`src/rtl/aes_core_arbiter_pkg.sv`:
```
// Shared constants and FSM state type for the AES core arbiter.
package aes_ctrl_pkg;

   localparam int   AES_BLK_W = 128;
   localparam logic MODE_ENC  = 1'b0;
   localparam logic MODE_DEC  = 1'b1;

   // IDLE -> START -> WAIT -> RESP -> IDLE
   typedef enum logic [1:0] {
      ST_IDLE  = 2'd0,
      ST_START = 2'd1,
      ST_WAIT  = 2'd2,
      ST_RESP  = 2'd3
   } state_t;

endpackage

```
`src/rtl/aes_core_arbiter_if.sv`:
```
// Host-side request/response channels for all requesters, packed per requester.
interface aes_core_arbiter_if
#(
   parameter int NUM_REQ = 2
);
   import aes_ctrl_pkg::*;

   logic [NUM_REQ-1:0]           req_valid;
   logic [NUM_REQ-1:0]           req_ready;
   logic [NUM_REQ-1:0]           req_mode;
   logic [NUM_REQ*AES_BLK_W-1:0] req_key;
   logic [NUM_REQ*AES_BLK_W-1:0] req_data;
   logic [NUM_REQ-1:0]           resp_valid;
   logic [NUM_REQ-1:0]           resp_ready;
   logic [AES_BLK_W-1:0]         resp_data;
   logic                         resp_err;

   // Host channel logic drives requests and consumes responses.
   modport master (
      output req_valid, req_mode, req_key, req_data, resp_ready,
      input  req_ready, resp_valid, resp_data, resp_err
   );

   // The arbiter accepts requests and produces responses.
   modport slave (
      input  req_valid, req_mode, req_key, req_data, resp_ready,
      output req_ready, resp_valid, resp_data, resp_err
   );

endinterface

```
`src/rtl/aes_core_arbiter_rr.sv`:
```
// Combinational round-robin picker: first set request at or above i_ptr, with wrap.
module rr_arbiter
#(
   parameter int NUM_REQ = 2,
   parameter int IDW     = 1
)
(
   input  logic [NUM_REQ-1:0] i_req,
   input  logic [IDW-1:0]     i_ptr,
   output logic [IDW-1:0]     o_gnt,
   output logic               o_found
);

   logic [IDW-1:0]     w_idx [NUM_REQ];
   logic [NUM_REQ-1:0] w_hit;

   // w_idx[k] is the requester k places after the pointer; w_hit[k] is its request
   genvar gi;
   generate
      for (gi = 0; gi < NUM_REQ; gi++) begin : g_rot
         assign w_idx[gi] = IDW'((int'(i_ptr) + gi) % NUM_REQ);
         assign w_hit[gi] = i_req[w_idx[gi]];
      end
   endgenerate

   // Smallest rotation offset with a pending request wins
   always_comb begin
      o_gnt   = '0;
      o_found = 1'b0;
      for (int k = NUM_REQ - 1; k >= 0; k--) begin
         if (w_hit[k]) begin
            o_gnt   = w_idx[k];
            o_found = 1'b1;
         end
      end
   end

endmodule

```
`src/rtl/aes_core_arbiter.sv`:
```
// Shares one AES core between NUM_REQ requesters: round-robin grant, one block in
// flight, watchdog abort when the core never signals ready.
module aes_core_arbiter
   import aes_ctrl_pkg::*;
#(
   parameter int NUM_REQ     = 2,
   parameter int IDW         = (NUM_REQ > 1) ? $clog2(NUM_REQ) : 1,
   parameter int TIMEOUT_CYC = 64
)
(
   input  logic                 clk,
   input  logic                 rst,
   aes_core_arbiter_if.slave    host,
   output logic                 core_start,
   output logic                 core_mode,
   output logic [AES_BLK_W-1:0] core_key,
   output logic [AES_BLK_W-1:0] core_in,
   input  logic [AES_BLK_W-1:0] core_cipher,
   input  logic                 core_ready,
   output logic                 busy
);

   localparam int            CW       = (TIMEOUT_CYC > 1) ? $clog2(TIMEOUT_CYC) : 1;
   localparam logic [CW-1:0] LAST_CNT = CW'(TIMEOUT_CYC - 1);

   state_t               r_state;
   state_t               w_state_next;
   logic [IDW-1:0]       r_rr_ptr;
   logic [IDW-1:0]       r_gnt_idx;
   logic                 r_mode;
   logic [AES_BLK_W-1:0] r_key;
   logic [AES_BLK_W-1:0] r_data;
   logic [AES_BLK_W-1:0] r_result;
   logic                 r_err;
   logic [CW-1:0]        r_wdog;
   logic [IDW-1:0]       w_gnt;
   logic                 w_found;
   logic                 w_accept;
   logic                 w_timeout;

   rr_arbiter #(
      .NUM_REQ (NUM_REQ),
      .IDW     (IDW)
   ) u_rr (
      .i_req   (host.req_valid),
      .i_ptr   (r_rr_ptr),
      .o_gnt   (w_gnt),
      .o_found (w_found)
   );

   // No grant is offered while reset is held so every output reads zero in reset
   assign w_accept  = (r_state == ST_IDLE) && w_found && !rst;
   // Ready beats the watchdog when both land in the same cycle
   assign w_timeout = (r_state == ST_WAIT) && !core_ready && (r_wdog == LAST_CNT);

   assign core_mode      = r_mode;
   assign core_key       = r_key;
   assign core_in        = r_data;
   assign host.resp_data = r_result;
   assign host.resp_err  = r_err;
   assign busy           = (r_state != ST_IDLE);

   // State register
   always_ff @(posedge clk or posedge rst) begin
      if (rst) r_state <= ST_IDLE;
      else     r_state <= w_state_next;
   end

   // Next-state decode and the per-state handshake strobes
   always_comb begin
      w_state_next    = r_state;
      host.req_ready  = '0;
      host.resp_valid = '0;
      core_start      = 1'b0;
      case (r_state)
         ST_IDLE: begin
            if (w_accept) begin
               host.req_ready[w_gnt] = 1'b1;
               w_state_next          = ST_START;
            end
         end
         ST_START: begin
            core_start   = 1'b1;
            w_state_next = ST_WAIT;
         end
         ST_WAIT: begin
            if (core_ready || w_timeout) w_state_next = ST_RESP;
         end
         ST_RESP: begin
            host.resp_valid[r_gnt_idx] = 1'b1;
            if (host.resp_ready[r_gnt_idx]) w_state_next = ST_IDLE;
         end
         default: w_state_next = ST_IDLE;
      endcase
   end

   // Request capture, round-robin pointer, watchdog and result/error capture
   always_ff @(posedge clk or posedge rst) begin
      if (rst) begin
         r_rr_ptr  <= '0;
         r_gnt_idx <= '0;
         r_mode    <= 1'b0;
         r_key     <= '0;
         r_data    <= '0;
         r_result  <= '0;
         r_err     <= 1'b0;
         r_wdog    <= '0;
      end else begin
         case (r_state)
            ST_IDLE: begin
               if (w_accept) begin
                  r_gnt_idx <= w_gnt;
                  r_rr_ptr  <= (w_gnt == IDW'(NUM_REQ - 1)) ? '0 : w_gnt + IDW'(1);
                  r_mode    <= host.req_mode[w_gnt];
                  r_key     <= host.req_key[int'(w_gnt) * AES_BLK_W +: AES_BLK_W];
                  r_data    <= host.req_data[int'(w_gnt) * AES_BLK_W +: AES_BLK_W];
               end
            end
            ST_START: r_wdog <= '0;
            ST_WAIT: begin
               if (core_ready) begin
                  r_result <= core_cipher;
                  r_err    <= 1'b0;
               end else if (w_timeout) begin
                  r_result <= '0;
                  r_err    <= 1'b1;
               end else begin
                  r_wdog <= r_wdog + CW'(1);
               end
            end
            default: ;
         endcase
      end
   end

endmodule

```
`src/flat_wrapper.sv`:
```
// flat-port wrapper written by rule: the top's interface ports become plain ports
module aes_core_arbiter_flat import aes_ctrl_pkg::*;
#(
   parameter int NUM_REQ     = 2,
   parameter int IDW         = (NUM_REQ > 1) ? $clog2(NUM_REQ) : 1,
   parameter int TIMEOUT_CYC = 64
)
  (clk, rst, core_start, core_mode, core_key, core_in, core_cipher, core_ready, busy, host_req_valid, host_req_mode, host_req_key, host_req_data, host_resp_ready, host_req_ready, host_resp_valid, host_resp_data, host_resp_err);
  aes_core_arbiter_if #(.NUM_REQ(NUM_REQ)) host_i ();
  input  logic clk;
  input  logic rst;
  output logic core_start;
  output logic core_mode;
  output logic [AES_BLK_W-1:0] core_key;
  output logic [AES_BLK_W-1:0] core_in;
  input  logic [AES_BLK_W-1:0] core_cipher;
  input  logic core_ready;
  output logic busy;
  input wire logic [$bits(host_i.req_valid)-1:0] host_req_valid;
  input wire logic [$bits(host_i.req_mode)-1:0] host_req_mode;
  input wire logic [$bits(host_i.req_key)-1:0] host_req_key;
  input wire logic [$bits(host_i.req_data)-1:0] host_req_data;
  input wire logic [$bits(host_i.resp_ready)-1:0] host_resp_ready;
  output wire logic [$bits(host_i.req_ready)-1:0] host_req_ready;
  output wire logic [$bits(host_i.resp_valid)-1:0] host_resp_valid;
  output wire logic [$bits(host_i.resp_data)-1:0] host_resp_data;
  output wire logic [$bits(host_i.resp_err)-1:0] host_resp_err;
  assign host_i.req_valid = host_req_valid;
  assign host_i.req_mode = host_req_mode;
  assign host_i.req_key = host_req_key;
  assign host_i.req_data = host_req_data;
  assign host_i.resp_ready = host_resp_ready;
  assign host_req_ready = host_i.req_ready;
  assign host_resp_valid = host_i.resp_valid;
  assign host_resp_data = host_i.resp_data;
  assign host_resp_err = host_i.resp_err;
  aes_core_arbiter #(.NUM_REQ(NUM_REQ), .IDW(IDW), .TIMEOUT_CYC(TIMEOUT_CYC)) u_core (.clk(clk), .rst(rst), .host(host_i), .core_start(core_start), .core_mode(core_mode), .core_key(core_key), .core_in(core_in), .core_cipher(core_cipher), .core_ready(core_ready), .busy(busy));
endmodule
```
`config.mk`:
```
export PLATFORM = sky130hd
export DESIGN_NAME = aes_core_arbiter_flat
export DESIGN_NICKNAME = d
export VERILOG_FILES = /design/src/rtl/aes_core_arbiter_pkg.sv /design/src/rtl/aes_core_arbiter_if.sv /design/src/rtl/aes_core_arbiter_rr.sv /design/src/rtl/aes_core_arbiter.sv /design/src/flat_wrapper.sv
export SDC_FILE = /design/constraint.sdc
export NUM_CORES = 1
export LEC_CHECK = 0
export ABC_AREA = 0
export CAP_MARGIN = 20
export CORE_AREA = 10 10 396 398
export CTS_BUF_LIST = sky130_fd_sc_hd__clkbuf_4 sky130_fd_sc_hd__clkbuf_8
export DETAILED_ROUTE_END_ITERATION = 10
export DIE_AREA = 0 0 406 408
export PLACE_DENSITY = 0.44
export REMOVE_ABC_BUFFERS = 1
export SLEW_MARGIN = 20
export SYNTH_ARGS = -nofsm -noshare
export SYNTH_HDL_FRONTEND = slang
export SYNTH_SLANG_ARGS = --single-unit
export TNS_END_PERCENT = 1
```
`constraint.sdc`:
```
create_clock -name clk -period 40.7 [get_ports clk]
set_clock_uncertainty 0.1 [all_clocks]
set_input_delay 8.14 -clock clk [delete_from_list [all_inputs] [get_ports clk]]
set_output_delay 8.14 -clock clk [all_outputs]
set_load 0.01 [all_outputs]
```
Word level (Yosys, flattened, before mapping):

Cells that the tools add are included.

* register bits after elaboration: 396
* bits of input ports: 649

* add/subtract/negate cells: 3
* $lt $le $gt $ge: 6
* equality and inequality tests: 9
* shift operators: 2
* mux-type cells: 32
* reduce and logical (&&, ||, !) cells: 17

Operators with widths (count)
* indexed part select 256 x 9 -> 128 bit: 2
* 2-to-1 mux 128 bit: 2
* 2-to-1 mux 1 bit: 18
* 2-to-1 mux 2 bit: 6
* 2-to-1 mux 6 bit: 2
* one-hot mux 6 bit (2 select lines): 1
* < comparator 1 x 2 -> 1 bit (second input constant): 4
* one-hot mux 2 bit (4 select lines): 1
* adder 6 x 1 -> 6 bit (second input constant): 1
* == test 6 bit (second input constant): 1
* logical AND 1 bit: 6
* inequality test 2 bit (second input constant): 3
* AND reduction 3 bit: 2
* nonzero test 2 bit: 3
* == test 2 bit (second input constant): 2
* inequality test 2 x 1 -> 1 bit (second input constant): 2
* AND reduction 2 bit: 2
* adder 1 bit (second input constant): 2
* demux 1 bit (select 1 bit): 2
* == test 2 x 1 -> 1 bit (second input constant): 1
* >= comparator 1 bit (second input constant): 2
* logical NOT 1 bit: 2
* logical NOT 2 bit: 1
* logical OR 1 bit: 1

Logic depth before layout (Yosys ltp):

* depth after elaboration: 11
* gate-level depth with buffers: 9

By module:

A second synthesis with hierarchy kept.

* cell total of the unflattened synthesis: 1467
* area, all modules: 16879.9 um^2

Modules (own cells, without submodules)
* aes_core_arbiter: instances 1, cells each 1464, area each 16862.4 um^2, sequential area each 9909.5 um^2
* rr_arbiter: instances 1, cells each 3, area each 17.5 um^2, sequential area each 0.0 um^2

Worst setup path before layout:

Ideal clock, no wire load.

* kind: input-to-output
* from: in rst
* to: out host_req_ready[0]
* arrival time: 8.831 ns
* required time: 32.460 ns
* path slack: 23.629 ns
* stages: 4
* path buffers: 1
* cell sequence: nor2b_4 > nand2_1 > a21oi_2 > clkbuf_1

* word-level cells in the longest chain between the ends: 4

RTL lines
* start: declaration: RTL line flat_wrapper.sv:11 `input logic rst;`
* logical NOT 1 bit: RTL line aes_core_arbiter.sv:52 `assign w_accept = (r_state == ST_IDLE) && w_found && !rst;`
* logical AND 1 bit: RTL line aes_core_arbiter.sv:52
* 2-to-1 mux 2 bit: RTL line aes_core_arbiter.sv:77 `if (w_accept) begin`
* 2-to-1 mux 2 bit: RTL line aes_core_arbiter.sv:75 `case (r_state)`
* end: declaration: RTL line flat_wrapper.sv:24 `output wire logic [$bits(host_i.req_ready)-1:0] host_req_ready;`

No other way between the ends.

Worst setup path after layout:

* from: in rst
* to: out host_req_ready[1]

Same word-level chain as after synthesis.

==> results by group <==
Detailed routing
  • ANT nets after route: 0
  • Wire per inst: 28.9 microns
  • DRT iter0 DRCs: 1073
  • Metal1 wirelength: 44600 microns
  • Max Used Layer: met5
  • Drt first pass iters: 5
  • Drc violations: 0
  • Met2 wire len: 62500 microns
  • Total Wirelength: 123000 microns
  • Met3 WL: 13000 microns
  • DR vias/cell: 3.66
  • Routed via count: 15.6k

Worst setup path
  • Reg2reg start: u_core.r_state[0]
  • Flop2flop setup slack: 36240 ps
  • Req. time, crit path: 32460 ps
  • Cell mode on critical path: clkdlybuf4s50_1
  • Critical-path top delay cell: clkdlybuf4s50_1
  • Crit-path cells: clkdlybuf4s50_1, nor2b_4, and3_4, clkdlybuf4s50_1
  • Critical path's largest stage delay: 620 ps
  • CP Data Arrival Time: 9960 ps
  • Startpoint types: primary input
  • Worst Path Buf+Inv: 2
  • Worst R2R End: u_core.core_key[36]
  • Crit. End Element: primary output
  • Worst R2R Path Depth: 9
  • Critical path class: in2out
  • Crit-path leading delay family: buffers and inverters
  • Critical path peak fanout: 21

Logic synthesis
  • Syn Area/Cell: 13.5 sq um
  • Synth Register Bits: 396
  • Post-synth EDFFs: 0
  • Top FF cell, synth: dfrtp_1
  • Post-synth ARST share: 1.00
  • Post-Syn Area: 16400 sq um
  • Commonest cells in the netlist: 396 x dfrtp_1, 385 x a22o_1, 260 x a21o_1
  • Cell variety after synth: 41
  • Top cell type by total area after synthesis: dfrtp_1
  • Sequential-to-total area share from yosys stat: 0.604
  • Syn. warnings: 0
  • Top cells by area, synth: dfrtp_1 60%, a22o_1 21%, a21o_1 12%
  • Yosys top cell area share: 0.604
  • Gate Count Post-Synth: 1216
  • Top-count cell post-synth: dfrtp_1

STA
  • Worst slew pin tran: 991 ps
  • Total Neg Setup Slack: 0 ps
  • Tcrit/Tclk final: 0.447
  • Final count of negative-setup-slack endpoints: 0
  • Fmax: 54.9 MHz
  • Hold_ws: 396 ps
  • Slew Viols, Final: 0
  • RSZ-0062 raised after global routing: false
  • Minimum clock period: 18200 ps
  • Final Hold Fails: 0
  • Setup WS post-layout: 22500 ps
  • Max_slew headroom: 0.339

Min path
  • HP Class: reg2reg
  • Cell depth of the worst hold path: 1
  • Min-Delay Startpoint: u_core.host.resp_data[14]
  • Hold path endpoint: u_core.host.resp_data[14]

Clocking
  • Num CTS Buffers: 85
  • CTS tree: yes
  • Clk root buf: clkbuf_8
  • Clock transition at path regs: 50 ps
  • Cts-stage hold buffer count: 0
  • # resized after CTS: 0
  • Clk_lat worst skew: 710 ps
  • Max Root-Sink Buffers: 3
  • H-tree Lvls: 3
  • Clock sinks: 396
  • Post-CTS Setup Inserts: 0

Global route
  • Total gr overflow: 0
  • First-pass GRT wire length: 160000 microns
  • Pin count of the biggest net entering global routing: 117
  • Initial antenna violation count: 64
  • GRT Overall Usage: 0.142
  • Via count of the first global-routing pass: 16.5k

Floorplanning
  • Core area: 149000 sq um
  • I/O pins: 1041
  • Initial Utilization: 0.110
  • Die Ht: 408 microns
  • DIE AREA: 166000 sq um
  • Cell row count: 142
  • DIE WIDTH: 406 microns

Layout
  • Syn-to-layout area delta: 85.5%
  • Finished Layout Cells: 4256
  • Final #Nets: 2902
  • Share of cells above drive strength 1: 0.0735
  • Fill cells: 16.3k

Power and ir drop
  • Power Dens Cells: 73.0 nW/um^2
  • VDD IR-drop max: 31.4 uV
  • LEAKAGE: 13.8 nW
  • Total power: 2.22 mW

Place
  • Dpl cells: 4104
  • Final GP Congestion: 0.865
  • Post-DP HPWL: 99800 microns
  • Worst slack, placed: 22490 ps
  • PortBufs: 1040

Job
  • Maxcap violations: 0

Status
  • Status: complete, no violations
[state kept, by name, summed over array words and instances (netlist names)]
name,cells
u_core.r_gnt_idx,1
u_core.r_wdog,6
u_core.r_rr_ptr,1
u_core.host.resp_err,1
u_core.host.resp_data,128
u_core.r_state,2
u_core.core_in,128
u_core.core_key,128
u_core.core_mode,1
[kinds of logic after synthesis]
logic type	synth area share
adder cells (fa/ha/maj)	0.00458
AO/OA/AOI/OAI	0.332
buffers and inverters	0.0474
AND/OR/NAND/NOR	0.00923
XOR/XNOR	0.000534
flip-flops	0.604
multiplexers	0.00191
[worst max-delay path by stage]
stage                                 start                end  slack [ps]  cells after the start
final                                   rst  host_req_ready[1]       22500                      4
after global routing                    rst  host_req_ready[1]       22450                      4
after CTS                               rst  host_req_ready[1]       22490                      4
after detailed placement                rst  host_req_ready[1]       22490                      4
after global placement                  rst  host_req_ready[1]       22490                      4
after floorplan           host_req_valid[1]  host_req_ready[0]       19050                      1
[layer usage]
layer / GRT usage / vias up
li1: - / 6797
met1: 0.150 / 7800
met2: 0.251 / 699
met3: 0.0708 / 211
met4: 0.0298 / 62
met5: 0 / -
[power breakdown]
part / switching [mW] / leakage, nW / internal, mW
registers: 0.126 / 4.97 / 0.574
clock network: 0.204 / 0.910 / 0.257
logic: 0.487 / 7.95 / 0.574
[layout by cell type (no fill, tap or decap), types with 2 or more instances in the layout]
cell type        synthesis  layout
ha_1                     6       6
inv_8                    0       3
nor3_1                   2       2
clkinvlp_4               0       2
o21ai_0                  2       2
nor2_1                   4       4
clkbuf_8                 0      98
nand4_1                  2       2
inv_1                    6       5
diode_2                  0      12
clkbuf_4                 0      29
a22o_1                 385     385
and2_4                   1       2
clkdlybuf4s50_1          0    1040
mux2i_1                  2       2
clkinv_2                 0       5
a21o_1                 260     260
dfrtp_1                396     396
bufinv_16                0       2
a21oi_1                  4       4
buf_12                   0       2
nand2_1                  7       7
buf_4                    1      16
nor2b_1                  2       2
[final cells by class]
class	count	area [sq um]	share of cell area
Antenna cell	12	30.0	0.000987
Clock buffer	127	1570	0.0515
Clock inverter	13	148	0.00485
Inverter	6	30.0	0.000987
Multi-Input combinational cell	700	5750	0.189
Sequential cell	396	9910	0.326
Tap cell	1944	2430	0.0799
Timing Repair Buffer	1058	10600	0.347
[worst reg2reg max path, stage by stage, from the launching register on]
cell,delay [ps]
dfrtp_1,420
inv_1,130
ha_1,270
nor2b_4,220
and3_4,420
buf_4,810
buf_4,690
buf_4,930
a22o_1,320
a21o_1,80
[stage by stage]
stage / area (sq um) / util
after floorplan: 15700 / -
after global placement: 28700 / 0.193
after detailed placement: 28700 / 0.193
after CTS: 30400 / 0.204
after global routing: 30400 / 0.204
final: 30400 / 0.204
Power figures use the tool's default switching activity.
